## config.mk

```make
export PLATFORM = sky130hd
export DESIGN_NAME = morse_key_timer
export DESIGN_NICKNAME = d
export VERILOG_FILES = /design/src/rtl/morse_key_timer.sv
export SDC_FILE = /design/constraint.sdc
export NUM_CORES = 1
export LEC_CHECK = 0
export CAP_MARGIN = 20
export CORE_MARGIN = 3
export CORE_UTILIZATION = 45
export CTS_CLUSTER_DIAMETER = 30
export CTS_CLUSTER_SIZE = 25
export DETAILED_ROUTE_END_ITERATION = 10
export GPL_TIMING_DRIVEN = 0
export PLACE_DENSITY = 0.65
export SLEW_MARGIN = 20
export SYNTH_ARGS = -nofsm -noshare
export SYNTH_HDL_FRONTEND = slang
export SYNTH_SLANG_ARGS = --single-unit
```

## constraint.sdc

```tcl
create_clock -name clk -period 4.1 [get_ports clk]
set_input_delay 0.41 -clock clk [delete_from_list [all_inputs] [get_ports clk]]
set_output_delay 0.41 -clock clk [all_outputs]
set_load 0.05 [all_outputs]
```

## src/rtl/morse_key_timer.sv

```systemverilog
// morse_key_timer: straight-key front end for the Morse text path.
// Synchronises and debounces the raw key, classifies each press as a dot or
// a dash, and marks character boundaries from the release gap. Word-gap
// detection (word_end) is built only when MORSE_WORD_GAP_EN is defined;
// otherwise word_end is tied low and the WGAP state does not exist.
module morse_key_timer #(
  parameter int DEBOUNCE_CYCLES = 1_000_000,
  parameter int DOT_MAX_CYCLES  = 20_000_000,
  parameter int CHAR_GAP_CYCLES = 40_000_000,
  parameter int WORD_GAP_CYCLES = 100_000_000,
  parameter int MAX_SYMBOLS     = 6
) (
  input  logic clk,
  input  logic reset,
  input  logic key,
  output logic key_clean,
  output logic dot,
  output logic dash,
  output logic char_end,
  output logic word_end
);

  localparam int CW = $clog2(WORD_GAP_CYCLES + 1);
  localparam int SW = $clog2(MAX_SYMBOLS + 1);

  // Compare against "last value before reaching N": the register update on
  // that edge is the one where the count reaches N.
  localparam logic [CW-1:0] DB_LAST   = CW'(DEBOUNCE_CYCLES - 1);
  localparam logic [CW-1:0] DOT_LAST  = CW'(DOT_MAX_CYCLES - 1);
  localparam logic [CW-1:0] CHAR_LAST = CW'(CHAR_GAP_CYCLES - 1);
  localparam logic [SW-1:0] SYM_LAST  = SW'(MAX_SYMBOLS - 1);

  localparam logic [1:0] IDLE    = 2'd0;
  localparam logic [1:0] PRESSED = 2'd1;
  localparam logic [1:0] GAP     = 2'd2;
`ifdef MORSE_WORD_GAP_EN
  localparam logic [1:0] WGAP       = 2'd3;
  localparam logic [CW-1:0] WORD_LAST = CW'(WORD_GAP_CYCLES - 1);
  localparam logic [1:0] AFTER_CHAR = WGAP;
`else
  localparam logic [1:0] AFTER_CHAR = IDLE;
`endif

  logic          key_meta;
  logic          key_s;
  logic [CW-1:0] db_cnt;
  logic          db_flip;
  logic          rise;
  logic          fall;
  logic [1:0]    state;
  logic [CW-1:0] cnt;
  logic [SW-1:0] sym_cnt;
  logic          force_end;

  // Counters stop at all-ones instead of wrapping.
  function automatic logic [CW-1:0] sat_inc(input logic [CW-1:0] v);
    return (v == {CW{1'b1}}) ? v : v + 1'b1;
  endfunction

  // Two-flop synchroniser for the asynchronous key pin.
  always_ff @(posedge clk or negedge reset) begin
    if (!reset) begin
      key_meta <= 1'b0;
      key_s    <= 1'b0;
    end else begin
      key_meta <= key;
      key_s    <= key_meta;
    end
  end

  // The FSM acts on the same edge that key_clean changes, so dot/dash line
  // up with the key_clean falling edge.
  assign db_flip = (key_s != key_clean) && (db_cnt == DB_LAST);
  assign rise    = db_flip && key_s;
  assign fall    = db_flip && !key_s;

  // Debounce: key_clean follows key_s only after a long enough mismatch run.
  always_ff @(posedge clk or negedge reset) begin
    if (!reset) begin
      db_cnt    <= '0;
      key_clean <= 1'b0;
    end else if (db_flip) begin
      db_cnt    <= '0;
      key_clean <= key_s;
    end else if (key_s != key_clean) begin
      db_cnt <= sat_inc(db_cnt);
    end else begin
      db_cnt <= '0;
    end
  end

  // Symbol FSM: times presses and release gaps and emits one-cycle pulses.
  always_ff @(posedge clk or negedge reset) begin
    if (!reset) begin
      state     <= IDLE;
      cnt       <= '0;
      sym_cnt   <= '0;
      force_end <= 1'b0;
      dot       <= 1'b0;
      dash      <= 1'b0;
      char_end  <= 1'b0;
`ifdef MORSE_WORD_GAP_EN
      word_end  <= 1'b0;
`endif
    end else begin
      dot       <= 1'b0;
      dash      <= 1'b0;
      // A forced boundary lands one cycle after its dot/dash.
      char_end  <= force_end;
      force_end <= 1'b0;
`ifdef MORSE_WORD_GAP_EN
      word_end  <= 1'b0;
`endif
      cnt <= sat_inc(cnt);
      if (rise) begin
        // A new press abandons any pending character or word boundary.
        state <= PRESSED;
        cnt   <= '0;
      end else begin
        case (state)
          PRESSED: begin
            if (fall) begin
              // cnt holds (press length - 1) on this edge.
              if (cnt < DOT_LAST) dot <= 1'b1;
              else                dash <= 1'b1;
              cnt <= '0;
              if (sym_cnt == SYM_LAST) begin
                sym_cnt   <= '0;
                force_end <= 1'b1;
                state     <= AFTER_CHAR;
              end else begin
                sym_cnt <= sym_cnt + 1'b1;
                state   <= GAP;
              end
            end
          end
          GAP: begin
            if (cnt == CHAR_LAST) begin
              char_end <= 1'b1;
              sym_cnt  <= '0;
              state    <= AFTER_CHAR;
            end
          end
`ifdef MORSE_WORD_GAP_EN
          WGAP: begin
            // cnt keeps running from the last release through char_end.
            if (cnt == WORD_LAST) begin
              word_end <= 1'b1;
              state    <= IDLE;
            end
          end
`endif
          default: ;
        endcase
      end
    end
  end

`ifndef MORSE_WORD_GAP_EN
  assign word_end = 1'b0;
`endif

endmodule
```

Word level (Yosys, flattened, before mapping)
Index checks and enable logic that the tools add are counted.
{"block": "totals", "output_inout_bits": 5, "input_bits": 3, "regBits": 66, "elab_cells": 68}
{"block": "classes", "n_bitwise": 1, "n_addsub": 3, "muxes": 31, "n_lt_le_gt_ge": 1, "reduce_logical": 8, "eq_ne": 13}
{"cell": "27-bit two-way mux", "count": 7}
{"cell": "27-bit by 1-bit adder with 27-bit output (second input constant)", "count": 2}
{"cell": "27-bit equality test (second input constant)", "count": 2}
{"cell": "27-bit by 20-bit equality test with 1-bit output (second input constant)", "count": 1}
{"cell": "27-bit by 26-bit equality test with 1-bit output (second input constant)", "count": 1}
{"cell": "27-bit by 25-bit < comparator with 1-bit output (second input constant)", "count": 1}
{"cell": "1-bit two-way mux", "count": 15}
{"cell": "3-bit two-way mux", "count": 3}
{"cell": "3-bit != test (second input constant)", "count": 3}
{"cell": "2-bit two-way mux", "count": 4}
{"cell": "3-bit one-hot mux with 2 select lines", "count": 1}
{"cell": "2-bit != test (second input constant)", "count": 2}
{"cell": "2-bit one-hot mux with 2 select lines", "count": 1}
{"cell": "4-bit AND reduction", "count": 1}
{"cell": "3-bit by 1-bit adder with 3-bit output (second input constant)", "count": 1}
{"cell": "3-bit equality test (second input constant)", "count": 1}
{"cell": "1-bit logical AND", "count": 3}
{"cell": "3-bit AND reduction", "count": 1}
{"cell": "3-bit nonzero test", "count": 1}
{"cell": "2-bit by 1-bit equality test with 1-bit output (second input constant)", "count": 1}
{"cell": "2-bit equality test (second input constant)", "count": 1}
{"cell": "2-bit nonzero test", "count": 1}
{"cell": "1-bit logical NOT", "count": 1}
{"cell": "1-bit != test", "count": 1}
{"cell": "1-bit NOT", "count": 1}

Depth between registers and ports, before layout
{"block": "logic_depth", "word_depth": 6, "ltp_mapped": 8, "depth_no_buf": 7}

Least setup slack after synthesis
OpenSTA, ideal clock, no wires.
{"block": "synth_timing", "path_type": "register to register", "from": "register key_clean", "to": "register sym_cnt[1]", "setup_time_ns": 0.126, "n_path_buf": 0, "path_slack_ns": 1.894, "period_less_slack_ns": 2.206, "path_stages_with_launch": 6, "required_time_ns": 3.974, "arrival_ns": 2.080, "cell_sequence": "dfrtp_1 -> or2b_2 -> o41a_1 -> a211oi_2 -> nand3b_1 -> a221o_1"}
{"block": "synth_via", "elab_chain_len": 5, "elab_cells_between_ends": 7, "cone_classes": "eq/ne: 2; bitwise: 1; reduce/logical: 4"}
{"item": "start: declaration", "line_no": "16", "rtl": "output logic key_clean,"}
{"item": "start signal: assignment", "line_no": "84", "rtl": "key_clean <= key_s;"}
{"item": "1-bit != test (*)", "line_no": "73", "rtl": "assign db_flip = (key_s != key_clean) && (db_cnt == DB_LAST);"}
{"item": "1-bit logical AND (*)", "line_no": "73"}
{"item": "1-bit logical AND, on equally long branches", "line_no": "75, 74"}
{"item": "2-bit != test (no line) / 1-bit NOT (equally long branches)"}
{"item": "4-bit AND reduction (no line) (*)"}
{"item": "end signal: assignment", "line_no": "132", "rtl": "sym_cnt <= sym_cnt + 1'b1;"}
{"item": "end: declaration", "line_no": "52", "rtl": "logic [SW-1:0] sym_cnt;"}
Every way passes the cells marked *; elsewhere a longest branch is shown, timed or not.
A chain may end at the register's enable or synchronous reset.

Worst setup path in the final report
{"block": "layout_timing", "from": "register db_cnt[6]", "to": "register cnt[8]"}
{"block": "layout_via", "elab_chain_len": 6, "elab_cells_between_ends": 7, "cone_classes": "eq/ne: 1; mux: 3; reduce/logical: 3"}
{"item": "start: declaration", "line_no": "46", "rtl": "logic [CW-1:0] db_cnt;"}
{"item": "start signal: assignment", "line_no": "86", "rtl": "db_cnt <= sat_inc(db_cnt);"}
{"item": "27-bit by 20-bit equality test with 1-bit output (*)", "line_no": "73"}
{"item": "1-bit logical AND (*)", "line_no": "73"}
{"item": "1-bit logical AND", "line_no": "75", "rtl": "assign fall = db_flip && !key_s;"}
{"item": "27-bit two-way mux", "line_no": "122", "rtl": "if (fall) begin"}
{"item": "27-bit two-way mux", "line_no": "120", "rtl": "case (state)"}
{"item": "27-bit two-way mux (*)", "line_no": "115", "rtl": "if (rise) begin"}
{"item": "end signal: assignment", "line_no": "114", "rtl": "cnt <= sat_inc(cnt);"}
{"item": "end: declaration", "line_no": "51", "rtl": "logic [CW-1:0] cnt;"}
Marked as above.

==> results.json <==
{
  "fillers": 752,
  "yosys_warnings": 0,
  "n_antenna_cell": 0,
  "synthTopCellsByCount": "66 x dfrtp_1, 47 x nor2_1, 22 x nand2_1, 21 x xnor2_1",
  "syn_nets": 411,
  "synth_seq_area_share": 0.4382,
  "grt_setup_unrepaired": "no",
  "worst_setup_path_end_kind": "flip-flop",
  "dieArea_um2": 9509,
  "power.total_mw": 1.176,
  "synthesis.area_um2": 3769,
  "crit_type": "reg2reg",
  "cts_tree": "done",
  "setup_violations": 0,
  "start_util": 0.4754,
  "final_hold_viol_count": 0,
  "synth-seq-cells": 66,
  "drv_cap": 0,
  "cts.path.max_buffers": 2,
  "design_area_um2": 4154,
  "post_cts_buffers": 0,
  "p_leak_nw": 1.628,
  "drt-total-wl_um": 8582,
  "fp.dieW_um": 97.52,
  "clock_sinks": 66,
  "outcome": "completed",
  "viasPerCell": 6.042,
  "arrival_ps": 2660,
  "synth_cells": 404,
  "slew_headroom": 0.4931,
  "ys.flop_type": "dfrtp_1",
  "slew_violations": 0,
  "fin_crit_ps": 2473,
  "drtPass1Iterations": 5,
  "clkTransAtPathRegs_ps": 70,
  "fmax_mhz": 404.4,
  "wire_per_inst_um": 16.22,
  "grt_usage": 0.1877,
  "fin_nets": 430,
  "synth_edf_count": 0,
  "post-route-util": 0.5240,
  "rows": 32,
  "layout-drive-gt1-share": 0.1101,
  "root_buffer": "clkbuf_8",
  "tightest_slew_ps": 758.8,
  "place_area_um2": 3974,
  "grt_max_degree": 42,
  "path_max_fanout": 7,
  "dp_hpwl_um": 6040,
  "peakVddDrop_uv": 137.5,
  "yosysMostFrequentCell": "dfrtp_1",
  "io_pins": 8,
  "finalSetupTns_ps": 0,
  "yosysUniqueCellTypes": 64,
  "htree_levels": 3,
  "core_um2": 7928,
  "io_buffers": 6,
  "worstSkewPairLatency_ps": 340,
  "required_ps": 4290,
  "cellPowerDensity_nw_per_um2": 283.2,
  "fin_skew_ps": 8.958,
  "synth_top_cell_by_area": "dfrtp_1",
  "die_y_um": 97.52,
  "gp_congestion": 0.8546,
  "hold_path.class": "reg2reg",
  "cts_inserted_buffers": 9,
  "ys_top_cells_by_area": "dfrtp_1 44%, xnor2_1 4.9%, nor2_1 4.7%",
  "num_vias": 3196,
  "drc_errors": 0,
  "seqCellArea_um2": 1652,
  "syn_to_final_growth_pct": 10.23,
  "antenna_found_initial": 0,
  "async_flop_share": 1.000,
  "post-route-period-util": 0.6031,
  "crit_path_start_kind": "flip-flop",
  "multi_input_area_um2": 1991,
  "grt_pass1_wl_um": 14840,
  "grt_pass1_vias": 3041,
  "synth_top_area_share": 0.4382,
  "ant_nets": 0,
  "grt_overflow": 0,
  "drt_iter0_markers": 247,
  "avgSynthCellArea_um2": 9.328
}
cells in the final DEF (no fill, tap or decap), types with 6 or more instances in the layout:
cell,instances
and4_1,8
inv_1,9
or3_1,19
clkbuf_1,7
nor3_1,15
nor4_1,11
xor2_1,9
nor4b_1,6
dfrtp_1,66
nand2_1,22
buf_2,7
nand4_1,14
clkbuf_8,11
nand3_1,18
nor2_1,47
a21oi_1,19
a211oi_1,6
xnor2_1,21
o21ai_0,16
what timing repair did:
item                      in CTS  in global routing
resized for setup              0                  0
hold endpoints to repair      25                  0
hold buffers                   1                  0
worst max-delay path, stage by stage (launching register included):
cell and delay [ps]:
dfrtp_1 440, or4b_4 590, nor3_1 400, nand2_1 250, nor2_1 540, a21oi_1 100
logic make-up (layout without fill, tap and decap cells):
group,Yosys count,in the layout,share of synthesized area
other,1,1,0.0009951
buffers and inverters,27,50,0.03353
muxes,4,4,0.01096
adders and majority gates,4,4,0.01328
DFF,66,66,0.4382
and+or+nand+nor,192,192,0.2839
AOI/OAI and AO/OA,80,80,0.1494
xor gates and xnor gates,30,30,0.06972
cell type report:
cell class	instances	area share
buffer	18	0.02229
clock buffer	12	0.03735
clock inverter	3	0.003614
inverter	9	0.008133
multi-input combinational	311	0.4792
sequential	66	0.3976
tap	102	0.03072
timing repair buffer	8	0.02108
power by group:
group          total, mW  switching [mW]  internal, mW  leakage, nW
clock network      0.485           0.238         0.246       0.0920
logic             0.0334          0.0236       0.00985        0.635
registers          0.658         0.00369         0.654        0.901
total               1.18           0.266         0.910         1.63
layer usage:
metal  track usage  vias to the layer above  part of all wire
li1              -                     1546                 -
met1        0.2855                     1565              0.50
met2        0.2725                       76              0.45
met3       0.02800                        9             0.038
met4       0.06070                        0             0.014
met5             0                        -                 0
final timing paths:
kind                                             from                      to  slack, ps  depth (start not counted)
worst max-delay path            db_cnt[6]$_DFFE_PN0P_        cnt[8]$_DFF_PN0_       1630                          5
worst min-delay path               key_meta$_DFF_PN0_         key_s$_DFF_PN0_        370                          0
worst max register to register  db_cnt[6]$_DFFE_PN0P_        cnt[8]$_DFF_PN0_       1630                          5
worst min register to register     key_meta$_DFF_PN0_         key_s$_DFF_PN0_        370                          0
max in group asynchronous                       reset       cnt[25]$_DFF_PN0_       3050                          3
min in group asynchronous                       reset  db_cnt[24]$_DFFE_PN0P_        520                          2
state kept, by name (all words and copies together), names as in the netlist:
register / flops
char_end: 1
cnt: 27
dash: 1
db_cnt: 27
dot: 1
force_end: 1
key_clean: 1
key_meta: 1
key_s: 1
state: 2
sym_cnt: 3
metrics by stage:
step | worst slack [ps] | std cells | hold WS (ps)
floorplan | 1894 | 404 | 114.4
finish | 1627 | 529 | 372.1
detailed placement | 1619 | 513 | 349.8
global placement | 382.1 | 512 | 334.5
global route | 1452 | 529 | 402.0
CTS | 1618 | 529 | 377.0
(Power assumes the default switching activity.)
